### src/rtl/pattern_stream_scheduler.sv
// Streams a byte buffer into a pattern detector one byte per cycle and owns the
// ack stall handshake: each detection holds the byte, drops ack, logs and resumes.
module pattern_stream_scheduler #(
    parameter int DEPTH          = 32,
    parameter int ADDR_W         = 5,
    parameter int ACK_LOW_CYCLES = 2,
    parameter int DRAIN_CYCLES   = 2,
    parameter int CNT_W          = 6
) (
    input  logic              clk,
    input  logic              reset_sync,
    input  logic              load_we,
    input  logic [ADDR_W-1:0] load_addr,
    input  logic [7:0]        load_data,
    input  logic              start,
    output logic [7:0]        det_data,
    output logic              det_ack,
    input  logic              det_found,
    output logic              busy,
    output logic              done,
    output logic              match_valid,
    output logic [CNT_W-1:0]  match_count,
    output logic [ADDR_W-1:0] last_match_idx
);
    typedef enum logic [2:0] {
        S_IDLE    = 3'd0,
        S_FEED    = 3'd1,
        S_ACK_LOW = 3'd2,
        S_RECOVER = 3'd3,
        S_DRAIN   = 3'd4,
        S_DONE    = 3'd5
    } state_t;

    localparam int                TW         = 8;
    localparam logic [ADDR_W-1:0] ZERO_IDX   = {ADDR_W{1'b0}};
    localparam logic [ADDR_W-1:0] LAST_IDX   = ADDR_W'(DEPTH - 1);
    localparam logic [TW-1:0]     ACK_LAST   = TW'(ACK_LOW_CYCLES - 1);
    localparam logic [TW-1:0]     DRAIN_LAST = TW'(DRAIN_CYCLES - 1);
    localparam logic [CNT_W-1:0]  CNT_MAX    = {CNT_W{1'b1}};

    function automatic logic [CNT_W-1:0] sat_inc(input logic [CNT_W-1:0] value);
        if (value == CNT_MAX) begin
            sat_inc = value;
        end else begin
            sat_inc = value + CNT_W'(1);
        end
    endfunction

    state_t            state_r;
    logic [ADDR_W-1:0] idx_r;
    logic [TW-1:0]     tmr_r;
    logic [7:0]        mem_r [DEPTH];

    logic              idle_s;
    logic              load_s;
    logic              start_s;
    logic [ADDR_W-1:0] next_idx_s;
    logic [7:0]        first_byte_s;

    // Qualify host strobes and pick byte 0 with write-through for a same-cycle load.
    always_comb begin
        idle_s     = (state_r == S_IDLE) || (state_r == S_DONE);
        load_s     = idle_s && load_we;
        start_s    = idle_s && start;
        next_idx_s = idx_r + ADDR_W'(1);
        if (load_s && (load_addr == ZERO_IDX)) begin
            first_byte_s = load_data;
        end else begin
            first_byte_s = mem_r[ZERO_IDX];
        end
    end

    // Buffer is left out of reset so a loaded pattern survives an aborted pass.
    always_ff @(posedge clk) begin
        if (load_s) begin
            mem_r[load_addr] <= load_data;
        end
    end

    // Sequencer; every detector-facing and status output is registered here.
    always_ff @(posedge clk or posedge reset_sync) begin
        if (reset_sync) begin
            state_r        <= S_IDLE;
            idx_r          <= ZERO_IDX;
            tmr_r          <= {TW{1'b0}};
            det_data       <= 8'd0;
            det_ack        <= 1'b0;
            busy           <= 1'b0;
            done           <= 1'b0;
            match_valid    <= 1'b0;
            match_count    <= {CNT_W{1'b0}};
            last_match_idx <= ZERO_IDX;
        end else begin
            done        <= 1'b0;
            match_valid <= 1'b0;
            case (state_r)
                S_IDLE, S_DONE: begin
                    det_ack <= 1'b0;
                    busy    <= 1'b0;
                    if (start_s) begin
                        state_r     <= S_FEED;
                        idx_r       <= ZERO_IDX;
                        det_data    <= first_byte_s;
                        det_ack     <= 1'b1;
                        busy        <= 1'b1;
                        match_count <= {CNT_W{1'b0}};
                    end else begin
                        state_r <= S_IDLE;
                    end
                end
                S_FEED, S_DRAIN: begin
                    if (det_found) begin
                        state_r        <= S_ACK_LOW;
                        tmr_r          <= {TW{1'b0}};
                        det_ack        <= 1'b0;
                        last_match_idx <= idx_r;
                        match_count    <= sat_inc(match_count);
                        match_valid    <= 1'b1;
                    end else if (state_r == S_DRAIN) begin
                        if (tmr_r == DRAIN_LAST) begin
                            state_r <= S_DONE;
                            done    <= 1'b1;
                            busy    <= 1'b0;
                            det_ack <= 1'b0;
                        end else begin
                            tmr_r <= tmr_r + TW'(1);
                        end
                    end else if (idx_r == LAST_IDX) begin
                        state_r <= S_DRAIN;
                        tmr_r   <= {TW{1'b0}};
                    end else begin
                        idx_r    <= next_idx_s;
                        det_data <= mem_r[next_idx_s];
                    end
                end
                S_ACK_LOW: begin
                    if (tmr_r == ACK_LAST) begin
                        state_r <= S_RECOVER;
                        det_ack <= 1'b1;
                    end else begin
                        tmr_r <= tmr_r + TW'(1);
                    end
                end
                S_RECOVER: begin
                    // The held byte leaves only after this ack-high cycle.
                    if (idx_r == LAST_IDX) begin
                        state_r <= S_DRAIN;
                        tmr_r   <= {TW{1'b0}};
                    end else begin
                        state_r  <= S_FEED;
                        idx_r    <= next_idx_s;
                        det_data <= mem_r[next_idx_s];
                    end
                end
                default: begin
                    state_r <= S_IDLE;
                end
            endcase
        end
    end
endmodule

### config.mk
export PLATFORM = sky130hd
export DESIGN_NAME = pattern_stream_scheduler
export DESIGN_NICKNAME = d
export VERILOG_FILES = /design/src/rtl/pattern_stream_scheduler.sv
export SDC_FILE = /design/constraint.sdc
export NUM_CORES = 1
export LEC_CHECK = 0
export CORE_AREA = 2 2 211 213
export DETAILED_ROUTE_END_ITERATION = 12
export DIE_AREA = 0 0 213 215
export PLACE_DENSITY = 0.53
export RECOVER_POWER = 50
export SYNTH_ARGS = -nofsm -noshare
export SYNTH_HDL_FRONTEND = slang
export SYNTH_SLANG_ARGS = --single-unit
### constraint.sdc
create_clock -name clk -period 6.2 [get_ports clk]
set_clock_uncertainty 0.2 [all_clocks]
set_input_delay 1.24 -clock clk [delete_from_list [all_inputs] [get_ports clk]]
set_output_delay 1.24 -clock clk [all_outputs]
set_load 0.02 [all_outputs]
======== Yosys cells after proc, flatten, opt, wreduce, memory -nomap -nowiden ========
Memory sizes are Yosys's and may differ from the RTL's.
Index checks and enable logic that the tools add are counted.
storage, ports and cells
  register bits after elaboration ......... 39
  bits in latches ......................... 0
  RAM bits ................................ 256
  ROM bits ................................ 0
  input port bits ......................... 18
  output and inout port bits .............. 23
  logic and storage cells ................. 96
  memories ................................ 1
memories
  memory  words  width  rd ports  clocked after memory_dff  wr ports  line  source
  mem_r   32     8      2         0                         1         52    logic [7:0] mem_r [DEPTH];
operators by class
  add/subtract/negate cells ............... 3
  $mul .................................... 0
  divide/modulo/power cells ............... 0
  $lt $le $gt $ge ......................... 0
  equality and inequality tests ........... 20
  shifts and indexed selects .............. 0
  multiplexer cells ....................... 44
  bitwise gates (word level) .............. 0
  reductions and logical operators ........ 18
operators by type and width
  operator                                                          number
  8-bit 2-to-1 mux                                                  9
  8-bit case mux with 3 select lines                                2
  5-bit 2-to-1 mux                                                  4
  3-bit 2-to-1 mux                                                  6
  6-bit 2-to-1 mux                                                  3
  2-bit inequality test (second input constant)                     8
  4-bit AND reduction                                               4
  1-bit 2-to-1 mux                                                  15
  5-bit case mux with 3 select lines                                1
  3-bit case mux with 4 select lines                                1
  6-bit case mux with 2 select lines                                1
  3-bit nonzero test                                                3
  8-bit by 1-bit adder with 8-bit output (second input constant)    1
  8-bit by 1-bit == test with 1-bit output (second input constant)  1
  4-bit inequality test (second input constant)                     2
  6-bit by 1-bit adder with 6-bit output (second input constant)    1
  3-bit by 2-bit == test with 1-bit output (second input constant)  2
  3-bit == test (second input constant)                             2
  6-bit == test (second input constant)                             1
  3-bit inequality test (second input constant)                     2
  5-bit by 1-bit adder with 5-bit output (second input constant)    1
  5-bit == test (second input constant)                             1
  5-bit logical NOT                                                 1
  2-bit OR reduction                                                2
  9 further kinds                                                   11

======== Logic depth before layout (Yosys ltp) ========
  depth after elaboration ................. 7
  depth in mapped cells ................... 9
  mapped depth without buffers ............ 8

======== Worst setup path before layout ========
No wires, ideal clock.
  path type ............................... input -> register
  start point ............................. in load_addr[1]
  end point ............................... reg det_data[7]
  setup time .............................. 0.138 ns
  data arrival time ....................... 2.591 ns
  required time ........................... 5.862 ns
  path slack .............................. 3.271 ns
  cell stages on the path ................. 7
  path buffers ............................ 1
  cell sequence ........................... nor4b_1 -> nand2_1 -> or2_2 -> buf_2 -> mux2_2 -> nand2_1 -> a41oi_1
between the ends
  longest elaborated chain between the ends .. 5
RTL lines
  element                             line  source
  start: declaration                  13    input logic [ADDR_W-1:0] load_addr,
  5-bit logical NOT                   66    if (load_s && (load_addr == ZERO_IDX)) begin
  1-bit logical AND                   66
  8-bit 2-to-1 mux                    66
  8-bit 2-to-1 mux                    100   if (start_s) begin
  8-bit case mux with 3 select lines  96    case (state_r)
  end signal: assignment              103   det_data <= first_byte_s;
  end signal: assignment              133   det_data <= mem_r[next_idx_s];
  end signal: assignment              152   det_data <= mem_r[next_idx_s];
  end: declaration                    16    output logic [7:0] det_data,
Every way passes these cells. The select of a mux whose other input is x is not followed.
A chain may end at the register's enable or synchronous reset.

======== Final worst setup path ========
  start point ............................. reg idx_r[0]
  end point ............................... reg det_data[6]
between the ends
  longest elaborated chain between the ends .. 6
  elaborated cells on any way between the ends .. 7
  those cells by class .................... 1 x add/sub; 1 x eq/ne; 4 x mux; 1 x memory
RTL lines
  element                                 line      source
  start: declaration                      50        logic [ADDR_W-1:0] idx_r;
  start signal: assignment                132       idx_r <= next_idx_s;
  start signal: assignment                151       idx_r <= next_idx_s;
  5-bit by 1-bit adder with 5-bit output  65        next_idx_s = idx_r + ADDR_W'(1);
  memory read 32 x 8 bit                  --
  8-bit 2-to-1 mux *                      128, 146
  8-bit 2-to-1 mux                        119       end else if (state_r == S_DRAIN) begin
  8-bit 2-to-1 mux                        112       if (det_found) begin
  8-bit case mux with 3 select lines *    96
Mark *: on every way between the ends. The rest lies on a longest branch, timed or not. The select of a mux whose other input is x is not followed.

==> reports/qor.csv <==
metric,value,unit
die_w,213,um
ys_seq_area_frac,0.716,
syn_nets,842,
dp.cells,1423,
status,"finished, violations left",
ir_drop,0.247,mV
relSlewSlack,-0.560,
synthCells,819,
port_buffers,40,
multi_input_area,3250,um2
ios,41,
dr.pass1.iters,5,
clockBufferDepth,3,
fmax,222,MHz
violations,"max-capacitance violations, max-slew violations",
areaGrowthSynthToFinish,16.2,%
yosys_register_bits,295,
worst_pin_slew,2.34,ns
final_common_cell,edfxtp_1,
layout-drive-gt1-share,0.0939,
grt_pass1_wl,44.8,mm
antenna_left,0,
hold_ws,0.281,ns
synthesis.area,12100,um2
layout_common_cells,"256 x edfxtp_1, 113 x nand2_1, 56 x nor2_1",
vias_per_cell,4.74,
power,6020,uW
hold_viol_final,0,
tritoncts,built,
power_density,428,nW/um2
rsz0062_at_grt,no,
cts_setup_buffers,0,
setup_viol,0,
crit_path_max_incr_delay,1.44,ns
regArea,8660,um2
die-area,45800,um2
finalCriticalPeriod,4.51,ns
synth_area_leaders,"edfxtp_1 63%, dfrtp_1 8.1%, mux4_2 4.5%, mux2i_1 4.4%, nand2_1 3.5%",
finalCritPeriodShare,0.727,
setup_tns,0,ns
clock_latency,0.56,ns
worstSetupPathType,flop to flop,
arrival,4.77,ns
synthDistinctLibCells,51,
vias,7003,
initial_core_util,0.277,
htreeDepth,1,
maxCapViolCount,6,
clock_sinks,295,
hpwl,18.7,mm
crit_slowest_cell,ha_1,
grt_overflow,0,
holdBufCountCts,0,
grt_usage,0.129,
hold_path.class,flop to flop,
critPathLaunchType,flop,
wl_per_cell,20.0,um
die-height,215,um
final-max-slew-violation-count,207,
clock_tree.root_cell,clkbuf_16,
endpoint_kind,flop,
drc,0,
drt_iter0_drc,581,
synth_async_sr_flop_share,0.132,
grt_pass1_vias,6978,
p_leak,0.00461,uW
n_fill_cell,4281,
cts_buffers,31,
required,6.47,ns
path_cells,"ha_1, nor2b_2, a32oi_1, nand4_1, o211a_1, a31oi_1",
grt_max_degree,65,
fin_nets,887,
synth_flop_cell,edfxtp_1,
row_count,77,
yosysTopAreaCellShare,0.635,
yosys_warnings,0,
yosys.area.top_type,edfxtp_1,
cts.repair.resized,0,
routabilityCongestion,0.774,
antenna_found_initial,2,
final_cells,1476,
cp_max_fo,30,
synth_edf_count,256,
syn_area_per_cell,14.8,um2
drt_wl_total,29.6,mm
clk_pin_slew_worst_paths,0.06,ns
core,43600,um2
utilization,0.322,
antenna_cells,0,
per-stage QoR:
| stage | worst slack [ns] | area [um2] |
|---|---|---|
| global route | 1.25 | 14100 |
| CTS | 2.08 | 14100 |
| floorplan | 3.27 | 12100 |
| finish | 1.69 | 14100 |
| global placement | 2.13 | 13200 |
| detailed placement | 2.08 | 13200 |
worst max-delay path, delay by kind of cell, from the launching register on:
kind | cells | cell delay (ns)
adder cells (fa/ha/maj) | 1 | 1.44
flip-flops | 1 | 1.09
AO/OA/AOI/OAI | 3 | 0.89
AND/OR/NAND/NOR | 2 | 0.78
Yosys cell counts (7+ instances only):
cell type / count
clkbuf_1: 19
nor2_1: 56
nand4_1: 19
inv_1: 8
nor2b_1: 8
a21oi_1: 7
o22ai_1: 8
buf_2: 15
mux4_2: 24
edfxtp_1: 256
dfrtp_1: 39
mux2i_1: 53
nand3_1: 51
o211a_1: 7
xor2_1: 7
o21ai_0: 35
a31oi_1: 8
nand2_1: 113
a32oi_1: 8
a22oi_1: 7
power by group:
part | internal, uW | leakage [uW] | total, uW | switching [uW]
Clock | 950 | 0.000440 | 1700 | 748
Sequential | 2260 | 0.00280 | 2390 | 130
Combinational | 769 | 0.00137 | 1930 | 1170
area by class of cell:
type	instances	share of cell area
repair buffers	54	0.0344
flip-flops and latches	295	0.616
inverters	8	0.00213
clock buffers	38	0.0570
well taps	592	0.0526
multi-input cells	474	0.231
clock inverters	15	0.00729
flip-flops by register name, summed over array words and instances, names as in the netlist, 3 cells and up:
register,cells
state_r,3
mem_r,256
idx_r,5
tmr_r,8
match_count,6
det_data,8
last_match_idx,5
kinds of logic (layout without fill, tap and decap cells):
family / Yosys count / count (layout) / share of synthesized area
xor+xnor: 11 / 11 / 0.00920
simple gates: 280 / 280 / 0.106
flops: 295 / 295 / 0.716
compound gates: 97 / 97 / 0.0529
fa+ha+maj: 5 / 5 / 0.00517
buf+inv: 50 / 115 / 0.0186
mux: 81 / 81 / 0.0922
routing by layer:
| metal | up-vias | wire length (um) | GRT usage |
|---|---|---|---|
| met5 | - | 0 | 0 |
| met4 | 0 | 511 | 0.0273 |
| met3 | 43 | 1810 | 0.0206 |
| met2 | 197 | 14000 | 0.211 |
| met1 | 3552 | 13300 | 0.182 |
| li1 | 3211 | - | - |
path summary, 6_finish.rpt:
check	start	end	slack, ns	depth (start not counted)
max in group asynchronous	reset_sync	det_data[6]	2.67	3
min in group asynchronous	reset_sync	idx_r[3]	1.80	3
min	last_match_idx[4]	last_match_idx[4]	0.28	2
min reg2reg	last_match_idx[4]	last_match_idx[4]	0.28	2
max reg2reg	idx_r[0]	det_data[6]	1.69	6
max	idx_r[0]	det_data[6]	1.69	6
Power figures use the tool's default switching activity.
